## config.mk

```make
export PLATFORM = sky130hd
export DESIGN_NAME = pipe_stage_reg
export DESIGN_NICKNAME = d
export VERILOG_FILES = /design/src/rtl/pipe_stage_reg_pkg.sv /design/src/rtl/pipe_stage_reg.sv
export SDC_FILE = /design/constraint.sdc
export NUM_CORES = 1
export LEC_CHECK = 0
export BUFFER_PORTS_ARGS = -buffer_cell sky130_fd_sc_hd__buf_2
export CAP_MARGIN = 0
export CORE_ASPECT_RATIO = 0.75
export CORE_UTILIZATION = 55
export CTS_BUF_LIST = sky130_fd_sc_hd__clkbuf_16
export DETAILED_ROUTE_END_ITERATION = 10
export GPL_TIMING_DRIVEN = 0
export PLACE_DENSITY = 0.9
export SLEW_MARGIN = 0
export SYNTH_ARGS = -nofsm -noshare
export SYNTH_HDL_FRONTEND = slang
export SYNTH_SLANG_ARGS = --single-unit
```

## constraint.sdc

```tcl
create_clock -name clk -period 4.75 [get_ports clk]
set_input_delay 0.95 -clock clk [delete_from_list [all_inputs] [get_ports clk]]
set_output_delay 0.95 -clock clk [all_outputs]
set_load 0.02 [all_outputs]
```

## src/rtl/pipe_stage_reg_pkg.sv

```systemverilog
// Shared pipeline definitions: stage FSM encoding, default payload widths
// and the occupancy mapping.
package pipe_stage_reg_pkg;

  localparam int unsigned DEF_DATA_W = 175;
  localparam int unsigned DEF_CTRL_W = 10;
  localparam int unsigned DEF_CNT_W  = 16;

  typedef enum logic [1:0] {
    ST_EMPTY = 2'b00,
    ST_ONE   = 2'b01,
    ST_TWO   = 2'b10
  } stage_state_e;

  function automatic logic [1:0] occ_of(input stage_state_e s);
    case (s)
      ST_EMPTY: return 2'd0;
      ST_ONE:   return 2'd1;
      default:  return 2'd2;
    endcase
  endfunction

endpackage

```

## src/rtl/pipe_stage_reg.sv

```systemverilog
// Two-entry skid-buffered pipeline stage register with registered in_ready,
// flush, bubble-clean control and a saturating back-pressure counter.
module pipe_stage_reg #(
  parameter int unsigned DATA_W     = pipe_stage_reg_pkg::DEF_DATA_W,
  parameter int unsigned CTRL_W     = pipe_stage_reg_pkg::DEF_CTRL_W,
  parameter bit          CLEAR_DATA = 1'b1,
  parameter int unsigned CNT_W      = pipe_stage_reg_pkg::DEF_CNT_W
) (
  input  logic              clk,
  input  logic              rst_n,
  input  logic              flush,
  input  logic              in_valid,
  output logic              in_ready,
  input  logic [CTRL_W-1:0] in_ctrl,
  input  logic [DATA_W-1:0] in_data,
  output logic              out_valid,
  input  logic              out_ready,
  output logic [CTRL_W-1:0] out_ctrl,
  output logic [DATA_W-1:0] out_data,
  output logic [1:0]        occupancy,
  output logic [CNT_W-1:0]  stall_cnt
);
  import pipe_stage_reg_pkg::*;

  stage_state_e      state_q, state_d;
  logic              in_ready_q, in_ready_d;
  logic [CTRL_W-1:0] main_ctrl_q, main_ctrl_d;
  logic [CTRL_W-1:0] skid_ctrl_q, skid_ctrl_d;
  logic [DATA_W-1:0] main_data_q, main_data_d;
  logic [DATA_W-1:0] skid_data_q, skid_data_d;
  logic [CNT_W-1:0]  stall_cnt_q, stall_cnt_d;
  logic              accept, drain, valid_w;

  assign valid_w = (state_q != ST_EMPTY);
  assign accept  = in_valid & in_ready_q;
  assign drain   = valid_w & out_ready;

  always_comb begin
    state_d     = state_q;
    main_ctrl_d = main_ctrl_q;
    skid_ctrl_d = skid_ctrl_q;
    main_data_d = main_data_q;
    skid_data_d = skid_data_q;
    if (flush) begin
      state_d     = ST_EMPTY;
      main_ctrl_d = '0;
      skid_ctrl_d = '0;
      if (CLEAR_DATA) begin
        main_data_d = '0;
        skid_data_d = '0;
      end
    end else begin
      case (state_q)
        ST_EMPTY: begin
          if (accept) begin
            main_ctrl_d = in_ctrl;
            main_data_d = in_data;
            state_d     = ST_ONE;
          end
        end
        ST_ONE: begin
          if (accept && drain) begin
            main_ctrl_d = in_ctrl;
            main_data_d = in_data;
          end else if (accept) begin
            skid_ctrl_d = in_ctrl;
            skid_data_d = in_data;
            state_d     = ST_TWO;
          end else if (drain) begin
            // Bubble must carry no write/branch enables once the stage empties.
            main_ctrl_d = '0;
            state_d     = ST_EMPTY;
          end
        end
        ST_TWO: begin
          if (drain) begin
            main_ctrl_d = skid_ctrl_q;
            main_data_d = skid_data_q;
            state_d     = ST_ONE;
          end
        end
        default: begin
          state_d     = ST_EMPTY;
          main_ctrl_d = '0;
        end
      endcase
    end
  end

  // Registered ready: derived from the next state, so it never follows out_ready.
  assign in_ready_d = (state_d != ST_TWO);

  always_comb begin
    stall_cnt_d = stall_cnt_q;
    if (valid_w && !out_ready && (stall_cnt_q != '1))
      stall_cnt_d = stall_cnt_q + CNT_W'(1);
  end

  always_ff @(posedge clk or negedge rst_n) begin
    if (!rst_n) begin
      state_q     <= ST_EMPTY;
      in_ready_q  <= 1'b0;
      main_ctrl_q <= '0;
      skid_ctrl_q <= '0;
      stall_cnt_q <= '0;
    end else begin
      state_q     <= state_d;
      in_ready_q  <= in_ready_d;
      main_ctrl_q <= main_ctrl_d;
      skid_ctrl_q <= skid_ctrl_d;
      stall_cnt_q <= stall_cnt_d;
    end
  end

  // Data registers only join the reset net when they must be cleared.
  if (CLEAR_DATA) begin : g_data_rst
    always_ff @(posedge clk or negedge rst_n) begin
      if (!rst_n) begin
        main_data_q <= '0;
        skid_data_q <= '0;
      end else begin
        main_data_q <= main_data_d;
        skid_data_q <= skid_data_d;
      end
    end
  end else begin : g_data_hold
    always_ff @(posedge clk) begin
      main_data_q <= main_data_d;
      skid_data_q <= skid_data_d;
    end
  end

  assign in_ready  = in_ready_q;
  assign out_valid = valid_w;
  assign out_ctrl  = main_ctrl_q;
  assign out_data  = main_data_q;
  assign occupancy = occ_of(state_q);
  assign stall_cnt = stall_cnt_q;

endmodule

```

# Yosys cells after proc, flatten, opt, wreduce, memory -nomap -nowiden
# Index checks and enable logic that the tools add are counted.
# classes
n_addsub,1
n_eq_ne,10
muxes,26
n_bitwise,2
n_reduce_logical,12
# ops
operator,count
2-to-1 mux 175 bit,7
one-hot mux 175 bit (3 select lines),1
2-to-1 mux 10 bit,9
one-hot mux 10 bit (3 select lines),1
"adder 16 x 1 -> 16 bit, second input constant",1
"inequality test 16 bit, second input constant",1
2-to-1 mux 2 bit,6
"inequality test 3 bit, second input constant",3
"inequality test 4 bit, second input constant",2
AND reduction 4 bit,2
one-hot mux 2 bit (3 select lines),1
nonzero test 2 bit,3
"inequality test 2 bit, second input constant",2
one-hot mux 2 bit (2 select lines),1
nonzero test 4 bit,1
logical AND 1 bit,3
AND reduction 3 bit,1
AND 1 bit,2
"equality test 2 x 1 -> 1 bit, second input constant",1
"equality test 2 bit, second input constant",1
logical NOT 2 bit,1
logical NOT 1 bit,1
# word_totals
register_bits,389
in_bits,190
output_inout_bits,205
elab_cells,58

# Longest topological paths before layout
# Gate-level depths: netlist of run 1.
# depth
depth_word,8
depth_mapped,8
mapped_depth_nobuf,5

# Worst setup path before layout of run 1
# OpenSTA, ideal clock, no wires.
# synth_path
path_kind,input to register
startpoint,input out_ready
endpoint,"register stall_cnt_q[15], in the netlist stall_cnt[15]"
setup_ns,0.125
t_arrival_ns,2.223
t_required_ns,4.625
path_slack_ns,2.402
path_stages,5
path_buffers,1
path_cell_list,clkbuf_1 o21bai_1 nor4_1 nand4_1 mux2_2
# synth_via
elab_chain_cells,3
# synth_lines
element,line_no,source
"start, declared",pipe_stage_reg.sv:17,"input logic out_ready,"
logical NOT 1 bit,pipe_stage_reg.sv:95,if (valid_w && !out_ready && (stall_cnt_q != '1))
logical AND 1 bit (2 in a row),pipe_stage_reg.sv:95,
"end signal, assigned",pipe_stage_reg.sv:111,stall_cnt_q <= stall_cnt_d;
"end, declared",pipe_stage_reg.sv:31,"logic [CNT_W-1:0] stall_cnt_q, stall_cnt_d;"
# No other way between the ends.
# A chain may end at the register's enable or synchronous reset.

# Worst setup path in the final report of run 1
# layout_path
startpoint,input flush
endpoint,register skid_data_q[118]
# layout_via
elab_chain_cells,2
word_cells_on_any_way,5
classes_between,1 x eq/ne; 1 x mux; 3 x reduce/logical
# layout_lines
element,line_no,source
"start, declared",pipe_stage_reg.sv:11,"input logic flush,"
inequality test 2 bit (no line) or nonzero test 2 bit (tied branches),n/a,
AND reduction 3 bit (no line),n/a,
"end signal, assigned",pipe_stage_reg.sv:123,skid_data_q <= skid_data_d;
"end, declared",pipe_stage_reg.sv:30,"logic [DATA_W-1:0] skid_data_q, skid_data_d;"
# Several ways; a longest one is shown, not always the timed one.

==> flow_metrics.env, run 1 <==
export IMPL_outcome="completed"
export IMPL_clk_pin_slew_ps=70
export IMPL_ant_nets=0
export IMPL_core_mm2=0.0303
export IMPL_nets=2128
export IMPL_fin_ws_ps=1820
export IMPL_cp_start_kind="input port"
export IMPL_finalSetupViolCount=0
export IMPL_p_leak_nw=10.8
export IMPL_route_met2_wl_um=22900
export IMPL_hp_class="in -> async"
export IMPL_r2r_end="skid_data_q[118]"
export IMPL_finalCritPeriodShare_pct=61.7
export IMPL_grt_usage_pct=31.0
export IMPL_grt_pass1_wl_um=76800
export IMPL_r2r_start="state_q[1]"
export IMPL_hold_buffers=0
export IMPL_rows=55
export IMPL_hold_viol=0
export IMPL_wl_per_cell_um=20.8
export IMPL_postCtsSetupBuffers=0
export IMPL_synth_seq_area_share_pct=57.3
export IMPL_layout_common_cells="buf_2 (424), dfrtp_1 (389), nand2_1 (357), a22o_1 (185), a21oi_1 (181)"
export IMPL_cp_startpoint="flush"
export IMPL_numCtsBuffers=37
export IMPL_synth_cell_types=39
export IMPL_postLayoutCoreUtil_pct=68.4
export IMPL_dp_hpwl_um=34500
export IMPL_crit_fanout=10
export IMPL_fin_crit_ps=2930
export IMPL_synth_cells=1501
export IMPL_reg2reg_slack_ps=1940
export IMPL_vias_per_cell=5.93
export IMPL_layout_commonest_cell="buf_2"
export IMPL_gp_congestion=0.878
export IMPL_vias=14000
export IMPL_pwr_share_seq_pct=47.4
export IMPL_multiInputGateArea_mm2=0.00660
export IMPL_route_met3_wl_um=3940
export IMPL_die_w_um=205
export IMPL_grt_pass1_vias=14000
export IMPL_critical_path_class="in -> reg"
export IMPL_async_flop_share_pct=100
export IMPL_cts_resized=0
export IMPL_clock_latency_ps=520
export IMPL_root_buffer="clkbuf_16"
export IMPL_netlist_area_mm2=0.0170
export IMPL_p_comb_share_pct=15.3
export IMPL_p_clk_share_pct=37.3
export IMPL_grt_max_degree=120
export IMPL_cap_violations=0
export IMPL_synth_main_ff_cell="dfrtp_1"
export IMPL_worstRegToRegCells=6
export IMPL_port_buffers=394
export IMPL_die_h_um=154
export IMPL_drive_gt1_share_pct=28.7
export IMPL_drcViolationCount=0
export IMPL_met1Wirelength_um=20600
export IMPL_cts_sinks=389
export IMPL_rsz0062_at_grt="no"
export IMPL_cts_tree="yes"
export IMPL_vdd_drop_max_mv=0.335
export IMPL_pre_cts_slack_ps=1330
export IMPL_area_growth_pct=21.9
export IMPL_htreeDepth=2
export IMPL_n_fill_cell=2130
export IMPL_yosysWarnings=0
export IMPL_maxUsedRoutingLayer="met5"
export IMPL_p_sw_share_pct=27.8
export IMPL_synth_edf_count=0
export IMPL_worst_endpoint_required_ps=5200
export IMPL_relSlewSlack_pct=36.5
export IMPL_critPathArrivalTime_ps=3380
export IMPL_antenna_found_initial=11
export IMPL_cts_path_max_buffers=3
export IMPL_cellPowerDensity_mw_per_mm2=372
export IMPL_crit_end="skid_data_q[118]"
export IMPL_io_pins=395
export IMPL_p_int_mw=5.56
export IMPL_gr_total_overflow=0
export IMPL_slew_viol_final=0
export IMPL_fmax_ghz=0.341
export IMPL_die_area_mm2=0.0316
export IMPL_worst_pin_slew_ps=952
export IMPL_finClkSkew_ps=11.8
export IMPL_ys_ff_latch=389
export IMPL_p_switching_mw=2.14
export IMPL_drt_wl_total_um=49300
export IMPL_end_kind="register"
export IMPL_first_pass_iters=5
export IMPL_floorplan_initialDensity_pct=56.1
export IMPL_synth_avg_cell_area_um2=11.3
export IMPL_synth_nets=1692
export IMPL_hold_slack_ps=388
export IMPL_seqCellArea_mm2=0.00973
export IMPL_drtIter0Drc=1241
## cell usage after synthesis, types with 2 or more instances
master     count  share of area [%]
a21oi_1      181                5.3
clkbuf_1      64                1.4
o21ai_0        2              0.059
nor3_1         5               0.15
xnor2_1        8               0.41
nand3_1        5               0.15
nand4b_1       2               0.10
o211ai_1       2              0.088
buf_6         16                1.1
mux2_4        40                3.5
nand2b_1       4               0.15
nand4_1        5               0.18
nor4_1         2              0.074
xor2_1         4               0.21
o2bb2ai_1     10               0.52
buf_2         31               0.91
nor2b_1        3               0.11
a41oi_1        2               0.10
dfrtp_1      389                 57
buf_1         12               0.27
mux2_1       110                7.3
a22o_1       185                9.5
a22oi_1       10               0.44
nand2_1      357                7.9
inv_1          3              0.066
nor2_1         9               0.20
buf_4          2              0.088
mux2_2        27                1.8
## critical path, cell delays in order
cell	delay, ps
buf_2	110
clkbuf_1	300
nor3_1	780
clkbuf_1	660
buf_2	380
a22o_1	190
## kinds of logic after synthesis
| group | count (synthesis) | synth area share (%) |
|---|---|---|
| fa+ha+maj | 1 | 0.0737 |
| flops | 389 | 57.3 |
| mux | 177 | 12.6 |
| simple gates | 395 | 9.13 |
| compound gates | 399 | 16.4 |
| buf+inv | 128 | 3.81 |
| xor+xnor | 12 | 0.619 |
## area by class of cell
class / instances / area share [%]
flip-flops and latches: 389 / 47.0
multi-input cells: 984 / 31.9
repair buffers: 397 / 9.97
clock buffers: 39 / 4.71
plain buffers: 125 / 3.07
well taps: 399 / 2.41
clock inverters: 27 / 0.828
diodes: 6 / 0.0725
inverters: 3 / 0.0544
## power by group through the flow
stage	Combinational [mW]	Sequential, mW	Clock, mW
6_report	1.18	3.65	2.87
2_1_floorplan	0.460	3.90	0
4_1_cts	1.18	3.65	2.91
3_5_place_dp	1.18	3.70	0
3_3_place_gp	1.13	3.69	0
5_1_grt	1.27	3.67	3.03
## per-stage QoR
| stage | cells | area (um^2) | total power, mW | TNS [ps] |
|---|---|---|---|---|
| finish | 2369 | 20700 | 7.71 | 0 |
| CTS | 2363 | 20700 | 7.74 | 0 |
| global placement | 2294 | 19500 | 4.82 | -1797320 |
| floorplan | 1501 | 17000 | 4.36 | 0 |
| global route | 2367 | 20700 | 7.97 | 0 |
| detailed placement | 2297 | 19500 | 4.88 | 0 |
## flip-flops by register name, indices dropped and copies added (netlist names)
signal       flops
out_data       175
skid_data_q    175
stall_cnt       16
out_ctrl        10
skid_ctrl_q     10
state_q          2
in_ready         1
## metal layers
metal,vias to the layer above,track usage [%]
li1,6166,-
met5,-,0
met2,684,48.0
met1,7051,42.3
met3,137,7.33
met4,10,12.4
## how the worst min path moves through the flow
stage	endpoint	slack, ps	cells past startpoint
2_1_floorplan	skid_data_q[0]	470	1
3_3_place_gp	out_data[87]	460	1
3_5_place_dp	out_data[36]	470	1
4_1_cts	out_data[98]	400	1
5_1_grt	stall_cnt[7]	430	1
6_report	stall_cnt[7]	390	1
(Power assumes the default switching activity.)
==> inputs of run 2 (changes only) <==
ABC_AREA = 1   (was default)
CORE_UTILIZATION = 54   (was 55)
PLACE_DENSITY = 0.89   (was 0.9)
clock period = 3 ns   (was 4.75 ns; I/O delays follow)
==> run 2 against run 1 <==
  * Non-clock buffer count is 36 higher
  * Die area is 4.5% higher
  * Combinational power is 92% higher
  * Power is 66% higher
  * Core utilization is 1.2 points lower
  * Routed wire length is 10% higher
  * Critical endpoint is now skid_data_q[100]
==> flow_metrics.env, run 2 <==
export IMPL_drive_gt1_share_pct=20.0
export IMPL_grt_max_degree=126
export IMPL_grt_usage_pct=32.8
export IMPL_yosysTopAreaCell="dfrtp_1"
export IMPL_p_leak_nw=11.0
export IMPL_critPathArrivalTime_ps=2850
export IMPL_antenna_found_initial=5
export IMPL_cp_start_kind="register"
export IMPL_first_pass_iters=6
export IMPL_cap_violations=0
export IMPL_die_w_um=209
export IMPL_htreeDepth=2
export IMPL_clock_latency_ps=530
export IMPL_netlist_area_leader_share_pct=55.9
export IMPL_async_flop_share_pct=100
export IMPL_fin_setup_tns_ps=0
export IMPL_worst_endpoint_required_ps=3440
export IMPL_layout_commonest_cell="nand2_1"
export IMPL_synth_most_common_cell="nand2_1"
export IMPL_numCtsBuffers=39
export IMPL_gp_congestion=0.962
export IMPL_vias_per_cell=5.93
export IMPL_wl_per_cell_um=18.8
export IMPL_fin_crit_ps=2400
export IMPL_cts_path_max_buffers=3
export IMPL_seqCellArea_mm2=0.00973
export IMPL_synth_cells=2014
export IMPL_cts_resized=0
export IMPL_cellPowerDensity_mw_per_mm2=605
export IMPL_postCtsSetupBuffers=0
export IMPL_dp_hpwl_um=38400
export IMPL_worst_pin_slew_ps=1020
export IMPL_synth_avg_cell_area_um2=8.65
export IMPL_synth_main_ff_cell="dfrtp_1"
export IMPL_cts_tree="yes"
export IMPL_drt_wl_total_um=54400
export IMPL_relSlewSlack_pct=32.1
export IMPL_fin_ws_ps=596
export IMPL_hold_viol=0
export IMPL_drtIter0Drc=1936
export IMPL_synth_nets=2205
export IMPL_ys_ff_latch=389
export IMPL_multiInputGateArea_mm2=0.00619
export IMPL_vdd_drop_max_mv=0.399
export IMPL_floorplan_initialDensity_pct=55.3
export IMPL_yosysWarnings=0
export IMPL_hp_class="in -> async"
export IMPL_finalCritPeriodShare_pct=80.1
export IMPL_nets=2643
export IMPL_yosys_top_cells_count="nand2_1 (472), dfrtp_1 (389), o21ai_0 (333)"
export IMPL_core_mm2=0.0315
export IMPL_ant_nets=0
export IMPL_layout_common_cells="nand2_1 (472), buf_2 (416), dfrtp_1 (389), o21ai_0 (333), inv_1 (209)"
export IMPL_rsz0062_at_grt="no"
export IMPL_critical_path_class="reg -> reg"
export IMPL_drcViolationCount=0
export IMPL_vias=17100
export IMPL_crit_fanout=10
export IMPL_fmax_ghz=0.416
export IMPL_slew_viol_final=0
export IMPL_area_growth_pct=21.6
export IMPL_io_pins=395
export IMPL_finalSetupViolCount=0
export IMPL_grt_pass1_wl_um=85200
export IMPL_port_buffers=394
export IMPL_synth_edf_count=0
export IMPL_finClkSkew_ps=14.2
export IMPL_die_area_mm2=0.0330
export IMPL_hold_slack_ps=8.50
export IMPL_hold_buffers=0
export IMPL_root_buffer="clkbuf_16"
export IMPL_power_mw=12.8
export IMPL_die_h_um=158
export IMPL_cts_sinks=389
export IMPL_netlist_area_mm2=0.0174
export IMPL_rows=56
export IMPL_end_kind="register"
export IMPL_synth_cell_types=24
export IMPL_grt_pass1_vias=15900
export IMPL_clk_pin_slew_ps=60
export IMPL_pre_cts_slack_ps=357
export IMPL_synthTopCellsByArea="dfrtp_1 (56%), nand2_1 (10%), o21ai_0 (9.6%), o211ai_1 (7.6%), nand3_1 (5.6%)"
export IMPL_n_fill_cell=2430
export IMPL_gr_total_overflow=0
export IMPL_synth_seq_area_share_pct=55.9
export IMPL_outcome="completed"
run 2: worst max-delay path, stage by stage, from the launching register on:
cell,delay (ps)
dfrtp_1,410
nand2_1,140
nor2_1,100
nand3_1,250
clkbuf_1,680
clkbuf_1,460
nand3_1,150
o21ai_0,110
run 2: metal layers:
metal | GRT usage, % | vias up | wire [um]
li1 | - | 7619 | -
met1 | 44.9 | 8167 | 21900
met2 | 50.0 | 1145 | 24200
met3 | 7.50 | 211 | 5800
met4 | 15.9 | 0 | 2590
met5 | 0 | - | 0
run 2: stage by stage:
step	utilization [%]	cell area, um^2	std cells
final	67.2	21200	2892
after global routing	67.2	21200	2887
after CTS	67.2	21200	2885
after detailed placement	63.4	20000	2817
after global placement	63.1	19900	2814
after floorplan	-	17400	2014
run 2: area by class of cell:
type | count | share of cell area (%)
Antenna cell | 7 | 0.0826
Sequential cell | 389 | 45.9
Clock buffer | 39 | 4.60
Tap cell | 406 | 2.40
Clock inverter | 29 | 0.950
Timing Repair Buffer | 397 | 9.74
Multi-Input combinational cell | 1261 | 29.2
Buffer | 161 | 3.49
Inverter | 203 | 3.60
run 2: cells by family after synthesis:
| family | share of synthesized area (%) |
|---|---|
| simple gates | 16.6 |
| compound gates | 18.5 |
| flops | 55.9 |
| buf+inv | 8.62 |
| xor+xnor | 0.352 |
| fa+ha+maj | 0.0718 |
run 2: worst paths after layout:
| kind | endpoint | startpoint | slack, ps | depth (start not counted) |
|---|---|---|---|---|
| max | skid_data_q[100] | in_ready | 600 | 7 |
| min | skid_ctrl_q[0] | rst_n | 8 | 1 |
| max reg2reg | skid_data_q[100] | in_ready | 600 | 7 |
| min reg2reg | out_data[131] | out_data[131] | 480 | 2 |
| max in group asynchronous | out_data[77] | rst_n | 1560 | 3 |
| min in group clk | skid_ctrl_q[2] | in_ctrl[2] | 340 | 3 |
run 2: power breakdown:
part	internal (mW)	switching [mW]	leakage [nW]	total, mW
Clock	2.61	2.04	0.617	4.65
Combinational	0.701	1.57	5.21	2.27
Sequential	5.65	0.258	5.21	5.90
